File: src/rtl/traffic_light_multi.sv
// Multi-approach traffic-light controller: cycles NUM_DIR approaches through
// green, yellow and all-red clearance. With SKIP_IDLE=1, approaches that show
// no demand are skipped, and green is held while no other approach is waiting.
module traffic_light_multi #(
  parameter int NUM_DIR     = 2,
  parameter int GREEN_TIME  = 5,
  parameter int YELLOW_TIME = 2,
  parameter int ALLRED_TIME = 1,
  parameter int CNT_W       = 8,
  parameter int SKIP_IDLE   = 0,
  localparam int DIR_W      = $clog2(NUM_DIR)
) (
  input  logic                 clk,
  input  logic                 rst,
  input  logic [NUM_DIR-1:0]   sensor,
  output logic [3*NUM_DIR-1:0] lights,
  output logic [DIR_W-1:0]     active_dir,
  output logic [1:0]           phase
);

  localparam int unsigned N = NUM_DIR;

  typedef enum logic [1:0] {
    ALLRED = 2'b00,
    GREEN  = 2'b01,
    YELLOW = 2'b10
  } state_t;

  state_t           state, state_nxt;
  logic [CNT_W-1:0] timer, timer_nxt;
  logic [DIR_W-1:0] dir_nxt;
  logic [DIR_W-1:0] rr_dir;
  logic             rr_found;
  logic             others_wait;
  int unsigned      idx;

  // Demand scan: first requesting approach after active_dir (active_dir is
  // checked last), and whether any approach other than active_dir is waiting.
  always_comb begin
    rr_dir      = active_dir;
    rr_found    = 1'b0;
    others_wait = 1'b0;
    idx         = 0;
    for (int unsigned i = 1; i <= N; i++) begin
      idx = (32'(active_dir) + i) % N;
      if (!rr_found && sensor[DIR_W'(idx)]) begin
        rr_dir   = DIR_W'(idx);
        rr_found = 1'b1;
      end
    end
    for (int unsigned d = 0; d < N; d++) begin
      if (DIR_W'(d) != active_dir && sensor[DIR_W'(d)]) others_wait = 1'b1;
    end
  end

  // Next-state logic: timer counts down and the phase changes when it reaches zero.
  always_comb begin
    state_nxt = state;
    timer_nxt = timer - CNT_W'(1);
    dir_nxt   = active_dir;
    if (timer == '0) begin
      case (state)
        ALLRED: begin
          if (SKIP_IDLE == 0) begin
            dir_nxt   = (active_dir == DIR_W'(NUM_DIR - 1)) ? '0 : active_dir + DIR_W'(1);
            state_nxt = GREEN;
            timer_nxt = CNT_W'(GREEN_TIME - 1);
          end else if (rr_found) begin
            dir_nxt   = rr_dir;
            state_nxt = GREEN;
            timer_nxt = CNT_W'(GREEN_TIME - 1);
          end else begin
            // No demand anywhere: park in all-red and re-evaluate every cycle.
            timer_nxt = '0;
          end
        end
        GREEN: begin
          if (SKIP_IDLE != 0 && !others_wait) begin
            timer_nxt = CNT_W'(GREEN_TIME - 1);
          end else begin
            state_nxt = YELLOW;
            timer_nxt = CNT_W'(YELLOW_TIME - 1);
          end
        end
        YELLOW: begin
          state_nxt = ALLRED;
          timer_nxt = CNT_W'(ALLRED_TIME - 1);
        end
        default: begin
          state_nxt = ALLRED;
          timer_nxt = CNT_W'(ALLRED_TIME - 1);
        end
      endcase
    end
  end

  // State, timer and owning approach; reset parks in all-red ahead of approach 0.
  always_ff @(posedge clk or negedge rst) begin
    if (!rst) begin
      state      <= ALLRED;
      timer      <= CNT_W'(ALLRED_TIME - 1);
      active_dir <= DIR_W'(NUM_DIR - 1);
    end else begin
      state      <= state_nxt;
      timer      <= timer_nxt;
      active_dir <= dir_nxt;
    end
  end

  // Lamp decode from registered state only; non-owning approaches show red.
  always_comb begin
    lights = '0;
    phase  = state;
    for (int unsigned d = 0; d < N; d++) begin
      lights[3*d +: 3] = 3'b100;
      if (DIR_W'(d) == active_dir) begin
        if (state == GREEN)  lights[3*d +: 3] = 3'b001;
        if (state == YELLOW) lights[3*d +: 3] = 3'b010;
      end
    end
  end

endmodule
File: config.mk
export PLATFORM = sky130hd
export DESIGN_NAME = traffic_light_multi
export DESIGN_NICKNAME = d
export VERILOG_FILES = /design/src/rtl/traffic_light_multi.sv
export SDC_FILE = /design/constraint.sdc
export NUM_CORES = 1
export LEC_CHECK = 0
export CORE_AREA = 2 2 39 41
export CTS_CLUSTER_SIZE = 24
export DETAILED_ROUTE_END_ITERATION = 16
export DIE_AREA = 0 0 41 43
export PLACE_DENSITY = 0.72
export SKIP_LAST_GASP = 1
export SYNTH_ARGS = -nofsm -noshare
export SYNTH_HDL_FRONTEND = slang
export SYNTH_SLANG_ARGS = --single-unit
File: constraint.sdc
create_clock -name clk -period 1.64 [get_ports clk]
set_input_delay 0.328 -clock clk [delete_from_list [all_inputs] [get_ports clk]]
set_output_delay 0.328 -clock clk [all_outputs]
set_load 0.05 [all_outputs]
# == Yosys cells after proc, flatten, opt, wreduce, memory -nomap -nowiden ==
# Cells that the tools add are included.
# word_totals
latchBits,0
output_inout_bits,9
input_bits,4
mem_count,0
reg_bits,11
mem_bits_ro,0
ram_bits,0
# op_classes
reduce_logical,3
add_sub_neg,2
eq_ne,2
div,0
n_mul,0
bitwise,0
shift,0
magnitude_cmp,0
mux,8
# ops
op,n
$mux 3,4
$logic_not 8->1,1
$mux 8,1
$sub 8x1->8 const B,1
$pmux 3 s2,1
$pmux 2 s2,1
$eq 2x1->1 const B,1
$eq 2x2->1 const B,1
$logic_not 2->1,1
$reduce_and 2->1,1
$add 1x1->1 const B,1
$mux 1,1

# == Logic depth before layout (Yosys ltp) ==
# Gate-level depths: netlist of the first run.
# logic_depth
depth_word,4
ltp_mapped,5

# == Worst setup path after synthesis of the first run ==
# OpenSTA, ideal clock, no wires.
# synth_path
path_kind,flip-flop to output port
startpoint,"reg state[1], in the netlist phase[1]"
endpoint,out lights[0]
required_ns,1.312
arrival_ns,1.620
stages_incl_launch_ff,4
setup_slack_ns,-0.308
path_cell_list,dfrtp_1 > inv_1 > ha_1 > nor2b_1
# synth_between
elab_chain_cells,4
elab_cells_between_ends,5
classes_between,eq/ne (2); mux (3)
# synth_lines
element,line,text
start: declaration,29,"state_t state, state_nxt;"
start signal: assignment,104,state <= state_nxt;
$eq 2x1->1,117,if (state == GREEN) lights[3*d +: 3] = 3'b001;
$mux 3,117,
$mux 3 (*),118,if (state == YELLOW) lights[3*d +: 3] = 3'b010;
$mux 3 (*),116,if (DIR_W'(d) == active_dir) begin
end: declaration,16,"output logic [3*NUM_DIR-1:0] lights,"
# Mark *: on every way between the ends. The rest lies on a longest branch, timed or not.

# == Worst setup path after layout of the first run ==
# layout_path
startpoint,"reg state[0], in the netlist phase[0]"
endpoint,out lights[2]
# The elaborated chain is that of the path after synthesis.

==> results list, run 1 <==
* Reg2reg setup slack: about 0.16 ns
- Buf+Inv Stages, Crit Path: 2
- Gr ovfl total: 0
* Required @ worst endpoint: ~1.3 ns
* Routed wirelength normalized by instance count: about 11 um
- Total power for the finished layout comes to about 460 uW.
- Clock-pin slew on the worst setup and hold paths: ~0.07 ns
- Slowest stage cell on the critical path: dfrtp_2
- Prior to clock tree synthesis, the placed netlist has a worst setup slack of about 0.16 ns.
* Largest net degree at the start of global routing: 12
- Area growth syn-to-layout: 40.9%
- Number of CTS-inserted buffers: 3
- The critical path goes through inv_2 > ha_1 > nand2b_2 > buf_12.
- IO Pins: 13
- Final period util: 98.0%
- The smallest clock period supported by the final layout is computed as between 1.5 and 2 ns.
* Internal Pwr Total: approximately 370 uW
- Counting along the longest clock path gives a buffer depth of 2.
- By area the synthesized netlist is led by dfrtp_1 42%, ha_1 10%, mux2_2 5.7%, dfstp_2 4.4%, inv_1 3.8%.
- In this run the tightest slew margin relative to its limit is between 60% and 70%.
* Flip-flop and latch count after synthesis: 11
- Highest Clock Rate: slightly above 600 MHz
- Commonest non-fill, non-tap cells in the layout: 8 x dfrtp_1, 7 x buf_12, 5 x nor2_1
* Switching power: 90.3 uW
- Depth of the worst register-to-register path: 4
- Count of standard-cell rows: 14
- The first global-routing pass estimated 1.60 mm of wire.
- Net switching fraction of the power: between 15 and 20%
- The via count of the first global-routing pass came to between 300 and 400.
- Routability Congestion: 0.790
- Measured along the y axis, the die boundary spans approximately 43 um.
- The cell count after synthesis came out at 58.
- The worst hold path belongs to the class input pin to asynchronous set/reset pin.
* Die area: 1760 um^2
- Cell type group with the largest total delay on the critical path: flip-flops
- Register Area: 279 um^2
* Area of the multi-input gates: 313 um^2
- Sequential cell fraction of total power: 59.3%
* Die extent in x: ~41 um
- At the end of the flow the core is filled with cells to ~61%.
* Placement-stage cell area: 797 um^2
- For this run, design rule violations remaining after detail routing come to 0.
* Combinational power share: 1.5%
* CTS tree: done
- Total length of routed wires: approximately 1.0 mm
- The share of synthesized area in the top cell type comes to 41.9%.
- In this run the tool buffered the top-level ports with 10 buffer cells.
- Area leader, netlist: dfrtp_1
* Run status: complete, no violations
- The first routing iteration left 4 violations.
- Initial core utilization: between 40% and 50%
- The region available for standard cell placement spans ~1400 um^2.
* Antenna-violating nets left: 0
- At the pin with the least slew margin, the transition time is between 0.4 and 0.5 ns.
- Most common library cell in the layout ignoring fill and taps: dfrtp_1
* Largest voltage drop on the vdd net: 0.000569 V
- Count of maximum capacitance violations: 0
- Setup repair after global routing could not meet its margin everywhere.
- Clk Latency, worst-skew pair: approximately 0.27 ns
* Crit end category: primary output
- Sinks on Clock Net: 11
- Of the cells placed in the final design, the portion with a size suffix greater than 1 is 38.4%.
- Once detailed placement completed, the half-perimeter wirelength came to a little under 800 um.
- Via density per instance: around 5.0
- Setup violations remaining at the end of the flow were counted as 0.
- After routing the design area is roughly 840 um^2.
- Via total after detailed routing: 445
- Cell area after synthesis: a little under 600 um^2
* Hold buffers post-CTS: 0
- Number of fill cells: 109
- H-tree depth reported by CTS: 1
- In this run the static leakage power is 0.389 nW.
* R2R Path End: phase[1]
* Average cell area after synthesis: 10.3 um^2
- Pwr per Cell Area: 545 nW/um^2
* Cell at the root of the clock tree: clkbuf_4
- Syn Nets: 67
- In this run the critical register-to-register path is launched from timer[0].
* Arrival time of the worst setup path: 1.28 ns
- Distinct cell type count of the synthesized netlist: 24
* Final Max Tran Viols: 0
- Nets: 83
- The worst setup path is of the flop to primary output kind.
- Clock power share: about two fifths
- Maximum clock skew at final layout: between 0.002 and 0.003 ns
* Worst hold slack: roughly 0.38 ns
- STA classifies the critical path startpoint as a flop.
- Minimum setup slack in the final design: 0.0332 ns
* Count of final hold-check violations: 0
- On the worst path, the slowest cell contributes a delay of just under 0.4 ns.
- Of all nets on the critical path, the largest fanout is 4.
- Seq/Total Area, Yosys: a little under half
- Overall track demand over capacity in global routing: 14.1%
- The initial antenna violation count is 0.
- Yosys warnings: 0
- Number of iterations in the first detailed-routing pass: 4
* Antenna Cells: 0
layout make-up:
cell class | instances | area share (%)
inverters | 6 | 2.68
flip-flops and latches | 11 | 33.2
clock buffers | 4 | 3.13
well taps | 16 | 2.38
repair buffers | 12 | 21.4
multi-input cells | 40 | 37.2
power by group through the flow:
| stage | Combinational, mW | Clock (mW) | Sequential (mW) |
|---|---|---|---|
| 2_1_floorplan | 0.000000156 | 0 | 0.276 |
| 3_3_place_gp | 0.00735 | 0 | 0.276 |
| 3_5_place_dp | 0.00729 | 0 | 0.276 |
| 4_1_cts | 0.00729 | 0.185 | 0.271 |
| 5_1_grt | 0.00853 | 0.202 | 0.271 |
| 6_report | 0.00684 | 0.180 | 0.271 |
metrics by stage:
stage / setup TNS, ns / cells
after detailed placement: 0 / 84
final: 0 / 89
after floorplan: 0 / 58
after global routing: -0.0642 / 89
after CTS: 0 / 88
after global placement: 0 / 84
state kept, by name, indices dropped and copies added (netlist names):
name        cells
timer           8
phase           2
active_dir      1
Yosys cell counts (all sizes together):
cell type	n
o21bai	1
nand2	3
or3	1
xnor2	2
nor3	3
nor4	1
and4	1
nand2b	1
ha	5
and2	2
o31ai	1
inv	6
a21oi	2
nor2b	3
buf	1
mux2i	2
and3	1
dfrtp	10
nor2	5
dfstp	1
mux2	3
or4	1
nand3b	1
xor2	1
per-layer routing:
metal  GRT usage [%]  up-vias  share of wire (%)  wire, um
li1                -      224                  -         -
met1            15.5      205                 43       433
met2            21.9       12                 50       503
met3            4.71        4                4.8        49
met4            8.67        0                2.7        27
met5               0        -                  0         0
how the worst max path moves through the flow:
stage	start	to	slack, ns	depth (start not counted)
global placement	timer[0]	timer[0]	0.22	4
detailed placement	timer[0]	phase[1]	0.16	4
global route	phase[0]	lights[2]	-0.02	4
CTS	active_dir	lights[3]	0.02	2
floorplan	phase[1]	lights[0]	0.05	3
finish	phase[0]	lights[2]	0.03	4
kinds of logic (layout without fill, tap and decap cells):
group	Yosys count	count (layout)	synth area share, %
mux	5	5	9.01
flops	11	11	46.3
simple gates	23	23	21.0
buf+inv	7	22	4.61
xor+xnor	3	3	4.40
fa+ha+maj	5	5	10.5
compound gates	4	4	4.19
what timing repair did:
action,4_1_cts,5_1_grt
cloned,0,0
gates resized for setup,4,1
pin swaps,0,0
setup buffers,0,1
endpoints found under the setup margin,5,6
(Power assumes the default switching activity.)
==> run 2: changes to the inputs <==
--- a/config.mk
+++ b/config.mk
@@ -5,11 +5,13 @@
 export SDC_FILE = /design/constraint.sdc
 export NUM_CORES = 1
 export LEC_CHECK = 0
-export CORE_AREA = 2 2 39 41
+export CELL_PAD_IN_SITES_DETAIL_PLACEMENT = 1
+export CELL_PAD_IN_SITES_GLOBAL_PLACEMENT = 2
+export CORE_MARGIN = 2
+export CORE_UTILIZATION = 29
 export CTS_CLUSTER_SIZE = 24
 export DETAILED_ROUTE_END_ITERATION = 16
-export DIE_AREA = 0 0 41 43
-export PLACE_DENSITY = 0.72
+export PLACE_DENSITY_LB_ADDON = 0.1
 export SKIP_LAST_GASP = 1
 export SYNTH_ARGS = -nofsm -noshare
 export SYNTH_HDL_FRONTEND = slang
==> results list, run 2 (same netlist as run 1, synthesis figures left out) <==
* Maximum buffer depth of the clock tree: 2
- Based on the critical path, the design can be clocked at up to just over 600 MHz.
- Combinational logic is responsible for under 10% of the overall power.
- TritonCTS built the clock tree.
- The first detailed-routing pass took 4 iterations.
* Max-slew headroom: about two thirds
- Max-cap violations in this run came to 0.
- Among all stages on the critical path, the largest delay is contributed by dfrtp_2.
- Counting flops per register, the top entry is timer.
* Minimum setup slack in the final design: between 0.03 and 0.04 ns
* Worst slew pin tran: between 0.5 and 0.6 ns
* Sequence of cells on the critical path: inv_2 > ha_1 > nand2_2 > buf_12
- The initial antenna violation count was 0.
- Count of standard-cell rows: 16
* Antenna Cells: 0
- Sequential cell fraction of total power: approximately 59%
* Final design instance area without fill: slightly below 900 um^2
- The register with the most flip-flops in the layout has 8 of them.
- The path class of the tightest hold or removal check is input pin to asynchronous set/reset pin.
* Overall track demand over capacity in global routing: a little under an eighth
* Count of buffers inserted at the top-level ports: 10
- Once detailed placement completed, the half-perimeter wirelength came to around 990 um.
- Relative to the synthesized area, the layout overhead comes to 49.1%.
- Wires add up to between 1 and 1.5 mm.
- Measured on the finished design, the core utilization comes to between 40% and 50%.
* Nets: 87
* Number of CTS-inserted buffers: 3
- Of the total power, the clock network draws roughly two fifths.
* Maximum clock skew at final layout: 0.00532 ns
* Highest net fanout along the worst path: 4
- Placement-stage cell area: 826 um^2
* Net switching fraction of the power: about a fifth
* Largest voltage drop on the vdd net: between 0.0002 and 0.0003 V
- Cells with a size suffix above 1 make up between 40 and 50% of the layout.
* H-tree depth reported by CTS: 1
* Setup repair after global routing missed its margin: yes
- The count of nets left with antenna violations once routing finished came out at 0.
- Clk Latency, worst-skew pair: ~0.26 ns
- The internal portion of the total power is around 370 uW.
* Gr ovfl total: 0
- The flow ran to the end, and the final reports show no timing, DRC or antenna violations.
* Setup slack at placement: approximately 0.18 ns
- Required @ worst endpoint: 1.31 ns
- The worst path uses between 90 and 100% of the clock period.
* Via total after detailed routing: between 400 and 500
- Number of DRC violations after detailed routing: 0
- Die span in y: between 40 and 50 um
* Cell type group with the largest total delay on the critical path: flip-flops
- Fill cells in the final layout number 220.
- STA classifies the critical path endpoint as a primary output.
- The die covers approximately 2400 um^2.
* Element type at the critical path start: flop
- Worst hold slack: 0.399 ns
* Minimum clock period: ~1.6 ns
- The congestion estimate from routability-driven global placement came to ~0.7.
* Via count of the first global-routing pass: 472
- The critical path in this run is classified as flop to primary output.
- IO Pins: 13
* Arrival time of the worst setup path: 1.28 ns
* Final setup violating endpoints: 0
- In this run the power spent charging and discharging nets is 95.5 uW.
* Routed wirelength normalized by instance count: approximately 12 um
* Count of final hold-check violations: 0
- The floorplan step set the die width to 49.4 um.
- Once the floorplan was initialized, standard cells occupied 30.7% of the core.
* Wire length of the first global-routing pass: 2.08 mm
- Iteration-0 DRC count of the detailed router: 3
- In this run the static leakage power is between 0.4 and 0.5 nW.
- Slowest cell delay on critical path: between 0.3 and 0.4 ns
* Final Max Tran Viols: 0
* Commonest non-fill, non-tap cells in the layout: 8 x buf_4, 8 x dfrtp_1, 7 x buf_12
- Pwr per Cell Area: 520 nW/um^2
* Buf+Inv Stages, Crit Path: 2
- Core Footprint: around 1900 um^2
- Entering global routing, the biggest net connects 12 pins.
- Sinks on Clock Net: 11
- Via density per instance: between 4 and 5
* Cell at the root of the clock tree: clkbuf_4
- Post-layout total power: around 460 uW
- Clock-pin slew was measured on the worst setup and hold paths at approximately 0.070 ns.
## run 2: worst register-to-register path: stages, from the launching register on
cell and delay, ns:
dfrtp_1 0.43, or3_1 0.39, or4_1 0.42, a21oi_1 0.15
## run 2: cell type report
type	count	area, um^2	share of cell area (%)
multi-input combinational	40	318	35.7
sequential	11	279	31.4
timing repair buffer	16	210	23.6
tap	27	33.8	3.80
clock buffer	4	26.3	2.95
inverter	6	22.5	2.53
## run 2: power groups by stage
stage	registers [mW]	clock network (mW)	logic, mW
floorplan	0.276	0	0.000000156
global placement	0.276	0	0.00799
detailed placement	0.276	0	0.00812
CTS	0.271	0.194	0.00813
global route	0.271	0.214	0.00812
finish	0.271	0.184	0.00736
## run 2: repair_timing
action                                  CTS  global route
gates cloned                              0             0
hold buffers                              0             0
endpoints found under the setup margin    5             5
buffers inserted                          3             0
resized for setup                         4             2
## run 2: metrics by stage
step	setup TNS (ns)	std cells
floorplan	0	58
CTS	0	104
finish	0	104
global placement	0	97
detailed placement	0	97
global route	-0.101	104
## run 2: path summary, 6_finish.rpt
path	startpoint	endpoint	slack, ns	cells after the start
min reg2reg	timer[7]	timer[7]	0.56	1
max	phase[0]	lights[5]	0.03	4
min in group clk	timer[7]	timer[7]	0.56	1
max reg2reg	timer[2]	timer[5]	0.17	3
min	rst	timer[4]	0.40	1
max in group asynchronous	rst	phase[1]	0.86	1
## run 2: metal layers
metal,track usage (%),share of wire [%]
met4,5.71,0
met5,0,0
met1,11.9,43
met3,3.68,3.6
met2,21.6,53
